**src/rtl/gost89_pkg.sv**
```systemverilog
// Shared types and constants for the GOST 28147-89 OFB keystream scheduler.
package gost89_pkg;

    // One cipher block; also one keystream word.
    typedef logic [63:0] block_t;

    // Keystream buffer depth and the width of its occupancy count (0..2).
    localparam int KS_DEPTH = 2;
    localparam int KS_CNT_W = 2;

    // Scheduler FSM that owns the shared ECB core.
    typedef enum logic [1:0] {
        ST_IDLE  = 2'd0,
        ST_RUN   = 2'd1,
        ST_DRAIN = 2'd2
    } core_state_e;

    // OFB combine step: data word XOR keystream word.
    function automatic block_t ofb_xor(input block_t data, input block_t ks);
        return data ^ ks;
    endfunction

endpackage

```
**src/rtl/gost89_ks_fifo.sv**
```systemverilog
// Two-entry keystream FIFO. Pointers are one bit wide because the depth is
// fixed at two; flush has priority over push and pop in the same cycle.
module gost89_ks_fifo
    import gost89_pkg::*;
(
    input  logic                clk_i,
    input  logic                rst_ni,
    input  logic                flush_i,
    input  logic                push_i,
    input  logic [63:0]         push_data_i,
    input  logic                pop_i,
    output logic [63:0]         head_o,
    output logic [KS_CNT_W-1:0] count_o
);

    block_t              mem_q [KS_DEPTH];
    block_t              mem_d [KS_DEPTH];
    logic                rd_ptr_q, rd_ptr_d;
    logic                wr_ptr_q, wr_ptr_d;
    logic [KS_CNT_W-1:0] count_q, count_d;
    logic                empty, full;
    logic                do_push, do_pop;

    assign empty   = (count_q == '0);
    assign full    = (count_q == KS_CNT_W'(KS_DEPTH));
    assign head_o  = mem_q[rd_ptr_q];
    assign count_o = count_q;

    // Next-state for storage, pointers and occupancy.
    always_comb begin
        do_pop   = pop_i && !empty;
        do_push  = push_i && (!full || do_pop);
        mem_d    = mem_q;
        rd_ptr_d = rd_ptr_q;
        wr_ptr_d = wr_ptr_q;
        count_d  = count_q;
        if (flush_i) begin
            rd_ptr_d = 1'b0;
            wr_ptr_d = 1'b0;
            count_d  = '0;
        end else begin
            if (do_push) begin
                mem_d[wr_ptr_q] = push_data_i;
                wr_ptr_d        = ~wr_ptr_q;
            end
            if (do_pop) begin
                rd_ptr_d = ~rd_ptr_q;
            end
            case ({do_push, do_pop})
                2'b10:   count_d = count_q + 1'b1;
                2'b01:   count_d = count_q - 1'b1;
                default: count_d = count_q;
            endcase
        end
    end

    // FIFO registers.
    always_ff @(posedge clk_i or negedge rst_ni) begin
        if (!rst_ni) begin
            for (int i = 0; i < KS_DEPTH; i++) begin
                mem_q[i] <= '0;
            end
            rd_ptr_q <= 1'b0;
            wr_ptr_q <= 1'b0;
            count_q  <= '0;
        end else begin
            mem_q    <= mem_d;
            rd_ptr_q <= rd_ptr_d;
            wr_ptr_q <= wr_ptr_d;
            count_q  <= count_d;
        end
    end

endmodule

```
**src/rtl/gost89_ofb_sched.sv**
```systemverilog
// OFB keystream scheduler around a shared GOST 28147-89 ECB encrypt core.
// The core is fed S(i-1) (or the IV) to produce S(i); up to two keystream
// words are buffered so generation overlaps consumption. Each accepted input
// word is XORed with the buffer head into a registered output.
//
// Handshake: a word moves on a rising edge where valid and ready are both 1.
// in_ready never depends on in_valid; out_valid, once raised, holds with
// out_data stable until the edge where out_ready=1.
module gost89_ofb_sched
    import gost89_pkg::*;
(
    input  logic        clk,
    input  logic        reset,
    input  logic        load_IV,
    input  logic [63:0] IV,
    input  logic        in_valid,
    output logic        in_ready,
    input  logic [63:0] in_data,
    output logic        out_valid,
    input  logic        out_ready,
    output logic [63:0] out_data,
    output logic        core_start,
    output logic [63:0] core_in,
    input  logic [63:0] core_out,
    input  logic        core_busy,
    output logic        iv_loaded,
    output logic [31:0] blk_cnt,
    output logic [1:0]  dbg_state
);

    core_state_e         state_q, state_d;
    logic                busy_prev_q;
    logic                core_done;
    block_t              fb_q, fb_d;
    logic                core_start_q, core_start_d;
    block_t              core_in_q, core_in_d;
    logic                iv_loaded_q, iv_loaded_d;
    logic [31:0]         blk_cnt_q, blk_cnt_d;
    logic                out_valid_q, out_valid_d;
    block_t              out_data_q, out_data_d;
    logic                ks_push, ks_pop;
    block_t              ks_head;
    logic [KS_CNT_W-1:0] ks_count;
    logic                ks_empty, ks_full;
    logic                in_xfer;

    gost89_ks_fifo u_ks_fifo (
        .clk_i       (clk),
        .rst_ni      (reset),
        .flush_i     (load_IV),
        .push_i      (ks_push),
        .push_data_i (core_out),
        .pop_i       (ks_pop),
        .head_o      (ks_head),
        .count_o     (ks_count)
    );

    // The core result is valid in the first cycle busy falls after being high.
    assign core_done = busy_prev_q && !core_busy;
    assign ks_full   = (ks_count == KS_CNT_W'(KS_DEPTH));
    assign ks_empty  = (ks_count == '0);

    // load_IV blocks input so a reload can never race a consumed word.
    assign in_ready = iv_loaded_q && !ks_empty && (!out_valid_q || out_ready) && !load_IV;
    assign in_xfer  = in_valid && in_ready;
    assign ks_pop   = in_xfer;

    assign core_start = core_start_q;
    assign core_in    = core_in_q;
    assign iv_loaded  = iv_loaded_q;
    assign blk_cnt    = blk_cnt_q;
    assign out_valid  = out_valid_q;
    assign out_data   = out_data_q;
    assign dbg_state  = state_q;

    // FSM state register.
    always_ff @(posedge clk or negedge reset) begin
        if (!reset) begin
            state_q <= ST_IDLE;
        end else begin
            state_q <= state_d;
        end
    end

    // FSM next state: start when there is room, drain a stale run on reload.
    always_comb begin
        state_d = state_q;
        case (state_q)
            ST_IDLE: begin
                if (!load_IV && iv_loaded_q && !ks_full) begin
                    state_d = ST_RUN;
                end
            end
            ST_RUN: begin
                if (load_IV) begin
                    state_d = core_done ? ST_IDLE : ST_DRAIN;
                end else if (core_done) begin
                    state_d = ST_IDLE;
                end
            end
            ST_DRAIN: begin
                if (core_done) begin
                    state_d = ST_IDLE;
                end
            end
            default: state_d = ST_IDLE;
        endcase
    end

    // FSM outputs: start pulse, core input, keystream push and feedback update.
    always_comb begin
        core_start_d = 1'b0;
        core_in_d    = core_in_q;
        ks_push      = 1'b0;
        fb_d         = fb_q;
        case (state_q)
            ST_IDLE: begin
                if (state_d == ST_RUN) begin
                    core_start_d = 1'b1;
                    core_in_d    = fb_q;
                end
            end
            ST_RUN: begin
                if (core_done && !load_IV) begin
                    ks_push = 1'b1;
                    fb_d    = core_out;
                end
            end
            default: ;
        endcase
        // A fresh IV replaces the feedback; a result finishing alongside it is dropped.
        if (load_IV) begin
            fb_d = IV;
        end
    end

    // Core interface and feedback registers.
    always_ff @(posedge clk or negedge reset) begin
        if (!reset) begin
            busy_prev_q  <= 1'b0;
            core_start_q <= 1'b0;
            core_in_q    <= '0;
            fb_q         <= '0;
        end else begin
            busy_prev_q  <= core_busy;
            core_start_q <= core_start_d;
            core_in_q    <= core_in_d;
            fb_q         <= fb_d;
        end
    end

    // Output word, block counter and IV-loaded flag next state.
    always_comb begin
        out_valid_d = out_valid_q;
        out_data_d  = out_data_q;
        blk_cnt_d   = blk_cnt_q;
        iv_loaded_d = iv_loaded_q | load_IV;
        if (in_xfer) begin
            out_valid_d = 1'b1;
            out_data_d  = ofb_xor(in_data, ks_head);
        end else if (out_ready) begin
            out_valid_d = 1'b0;
        end
        if (load_IV) begin
            blk_cnt_d = '0;
        end else if (in_xfer) begin
            blk_cnt_d = blk_cnt_q + 32'd1;
        end
    end

    // Output word, block counter and IV-loaded registers.
    always_ff @(posedge clk or negedge reset) begin
        if (!reset) begin
            out_valid_q <= 1'b0;
            out_data_q  <= '0;
            blk_cnt_q   <= '0;
            iv_loaded_q <= 1'b0;
        end else begin
            out_valid_q <= out_valid_d;
            out_data_q  <= out_data_d;
            blk_cnt_q   <= blk_cnt_d;
            iv_loaded_q <= iv_loaded_d;
        end
    end

endmodule

```
**config.mk**
```make
export PLATFORM = sky130hd
export DESIGN_NAME = gost89_ofb_sched
export DESIGN_NICKNAME = d
export VERILOG_FILES = /design/src/rtl/gost89_pkg.sv /design/src/rtl/gost89_ks_fifo.sv /design/src/rtl/gost89_ofb_sched.sv
export SDC_FILE = /design/constraint.sdc
export NUM_CORES = 1
export LEC_CHECK = 0
export CELL_PAD_IN_SITES_DETAIL_PLACEMENT = 0
export CELL_PAD_IN_SITES_GLOBAL_PLACEMENT = 1
export CORE_ASPECT_RATIO = 0.6
export CORE_MARGIN = 4
export CORE_UTILIZATION = 39
export DETAILED_ROUTE_END_ITERATION = 8
export PLACE_DENSITY = 0.9
export REMOVE_ABC_BUFFERS = 1
export SLEW_MARGIN = 40
export SYNTH_ARGS = -nofsm -noshare
export SYNTH_HDL_FRONTEND = slang
export SYNTH_SLANG_ARGS = --single-unit
```
**constraint.sdc**
```tcl
create_clock -name clk -period 2.7 [get_ports clk]
set_input_delay 0.54 -clock clk [delete_from_list [all_inputs] [get_ports clk]]
set_output_delay 0.54 -clock clk [all_outputs]
set_load 0.01 [all_outputs]
```
==> results.json <==
{
  "drt-wirelength-per-cell_um": 19.6,
  "m1WireLength_um": 19100,
  "grt_max_degree": 105,
  "pre_cts_ws_ns": -0.0314,
  "wl_met2_um": 20300,
  "cts_tree": "done",
  "grt_antenna_before_repair": 1,
  "cts.sinks": 362,
  "crit_fanout": 5,
  "dieArea_um2": 42500,
  "hold_ws_ns": -0.0108,
  "hold_viol_final": 1,
  "vias": 11463,
  "violations": "negative hold slack",
  "routed_wl_um": 43700,
  "slew_violations": 0,
  "crit_chain": "clkdlybuf4s50_1 > nor2b_1 > nor3_1 > clkdlybuf4s50_1",
  "setup_tns_ns": 0,
  "nets": 1890,
  "finalNonFillerCells": 2230,
  "cp.required_ns": 2.16,
  "final_cell_mix": "361 x dfrtp_1, 361 x clkdlybuf4s50_1, 274 x nand2_1",
  "cts.repair.resized": 0,
  "drive_gt1_frac": 0.143,
  "cts_hold_buf": 0,
  "endpoint_kind": "primary output",
  "vias_per_cell": 5.14,
  "finalPower_mw": 19.2,
  "leakage_nw": 9.55,
  "grt_pass1_wl_um": 69100,
  "finalSetupViolations": 0,
  "place_inst": 2166,
  "cap_violations": 0,
  "clk_latency_ns": 0.51,
  "drt_iter0_drc": 1236,
  "hpwlAfterDp_um": 30500,
  "ys_seq_area_frac": 0.593,
  "path_class": "input port to primary output",
  "yosys_warnings": 0,
  "cpMaxStageDelayCell": "clkdlybuf4s50_1",
  "syn_area_per_cell_um2": 11.6,
  "ys_types": 42,
  "placementRows": 55,
  "path_delay_family": "buffers and inverters",
  "max_slew_margin": 0.575,
  "tightest_slew_ns": 0.638,
  "start_util": 0.400,
  "fmax_ghz": 0.384,
  "worst_slack_ns": 0.0925,
  "finalCritPeriodShare": 0.966,
  "coreArea_um2": 38200,
  "area_delta_synth_final_pct": 37.5,
  "reg2reg_from": "dbg_state[0]",
  "track_usage": 0.202,
  "clk_pin_slew_ns": 0.06,
  "io_buffer_count": 363,
  "cts.htree.levels": 2,
  "dr.pass1.iters": 9,
  "synth_flop_cell": "dfrtp_1",
  "fin_skew_ns": 0.0129,
  "grt_pass1_vias": 12179,
  "routed.top_layer": "met4",
  "clk_path_buf_depth": 3,
  "r2r_end": "fb_q[44]",
  "worstSetupStartpointType": "input port",
  "ant_nets": 0,
  "drc": 0,
  "finalCriticalPeriod_ns": 2.61,
  "boundaryPins": 364,
  "syn_area_um2": 15300,
  "postCtsSetupRepairBufs": 0,
  "status": "complete, but fails checks",
  "synth_edf_count": 0,
  "peakVddDrop_v": 0.000483,
  "critPathMaxStageDelay_ns": 0.56,
  "syn_inst": 1320,
  "cellPowerDensity_nw_per_um2": 915,
  "cp_data_arrival_time_ns": 2.07,
  "path_common_cell": "clkdlybuf4s50_1",
  "ys_seq_elements": 362,
  "gr-total-overflow": 0,
  "wl_met3_um": 3340,
  "reg2reg_depth": 6,
  "gp_congestion": 0.850,
  "cts_root_buf": "clkbuf_16",
  "cts_buffers": 36,
  "grt_setup_unrepaired": "false",
  "path_buf_inv": 2,
  "async_flop_share": 1.00,
  "r2r_slack_ns": 0.44,
  "fill_cells": 3205,
  "fp.dieH_um": 161,
  "die_w_um": 264,
  "hp-class": "input port to async pin"
}
-- metal layers --
metal  GRT usage  up-vias
met5           0        -
met4      0.0526        0
met3      0.0472       59
met2       0.327      427
met1       0.278     5705
li1            -     5272
-- worst reg2reg max path: cells and delay by family, from the launching register on --
family	cells	cell delay (ns)
AO/OA/AOI/OAI	1	0.16
buffers and inverters	3	1.07
AND/OR/NAND/NOR	2	0.57
flip-flops	1	0.40
-- Yosys cell counts (2+ instances only) --
| cell | instances | area share |
|---|---|---|
| nand2b_1 | 3 | 0.0012 |
| mux2_1 | 5 | 0.0037 |
| buf_1 | 3 | 0.00074 |
| nor2_1 | 32 | 0.0079 |
| mux2_2 | 123 | 0.091 |
| nor2b_1 | 4 | 0.0016 |
| nand4_1 | 14 | 0.0057 |
| nand4b_1 | 4 | 0.0023 |
| a222oi_1 | 61 | 0.040 |
| nor4_1 | 8 | 0.0033 |
| mux2i_1 | 68 | 0.045 |
| nor3_1 | 4 | 0.0013 |
| xor2_1 | 81 | 0.046 |
| nand2_1 | 274 | 0.067 |
| xnor2_1 | 11 | 0.0063 |
| and3_1 | 9 | 0.0037 |
| o21ai_0 | 73 | 0.024 |
| nand3_1 | 10 | 0.0033 |
| dfrtp_1 | 362 | 0.59 |
| or3_1 | 3 | 0.0012 |
| buf_4 | 6 | 0.0029 |
| inv_1 | 64 | 0.016 |
| buf_2 | 6 | 0.0020 |
| clkbuf_1 | 62 | 0.015 |
| buf_6 | 2 | 0.0015 |
| and4_1 | 4 | 0.0023 |
| a21oi_1 | 9 | 0.0029 |
-- power by group --
group | internal [mW] | total, mW | switching (mW)
combinational | 3.21 | 6.06 | 2.84
clock | 3.05 | 5.17 | 2.12
sequential | 7.08 | 8.00 | 0.918
-- registers in the layout (all words and copies together), names as in the netlist --
name / count
blk_cnt: 32
busy_prev_q: 1
core_in: 64
core_start: 1
dbg_state: 2
fb_q: 64
iv_loaded: 1
out_data: 64
out_valid: 1
u_ks_fifo.count_o: 2
u_ks_fifo.mem_q: 128
u_ks_fifo.rd_ptr_q: 1
u_ks_fifo.wr_ptr_q: 1
-- cell type report --
class,instances,area [um^2],share of cell area
Antenna cell,1,2.50,0.000119
Clock buffer,50,1060,0.0507
Multi-Input combinational cell,815,5670,0.270
Sequential cell,362,9060,0.431
Clock inverter,13,159,0.00756
Tap cell,513,642,0.0305
Timing Repair Buffer,412,4180,0.199
Inverter,64,240,0.0114
-- stage by stage --
stage	area [um^2]	util
finish	21000	0.550
global route	21000	0.550
CTS	21000	0.550
detailed placement	19800	0.518
global placement	19800	0.518
floorplan	14900	-
-- cells by family after synthesis --
kind of cell	count (synthesis)	share of synthesized area
multiplexers	196	0.139
AND/OR/NAND/NOR	379	0.108
adder cells (fa/ha/maj)	1	0.000819
flip-flops	362	0.593
XOR/XNOR	92	0.0527
AO/OA/AOI/OAI	147	0.0689
buffers and inverters	143	0.0381
-- how the worst max path moves through the flow --
| stage | start | endpoint | slack [ns] | cells after the start |
|---|---|---|---|---|
| 2_1_floorplan | core_busy | u_ks_fifo.mem_q[0] | -2.36 | 4 |
| 3_3_place_gp | in_valid | blk_cnt[31] | 0.008 | 6 |
| 3_5_place_dp | out_ready | u_ks_fifo.mem_q[3] | -0.03 | 7 |
| 4_1_cts | out_ready | in_ready | 0.08 | 4 |
| 5_1_grt | out_ready | in_ready | 0.06 | 4 |
| 6_report | out_ready | in_ready | 0.09 | 4 |
Note: power is estimated with default switching activity, not from simulation.
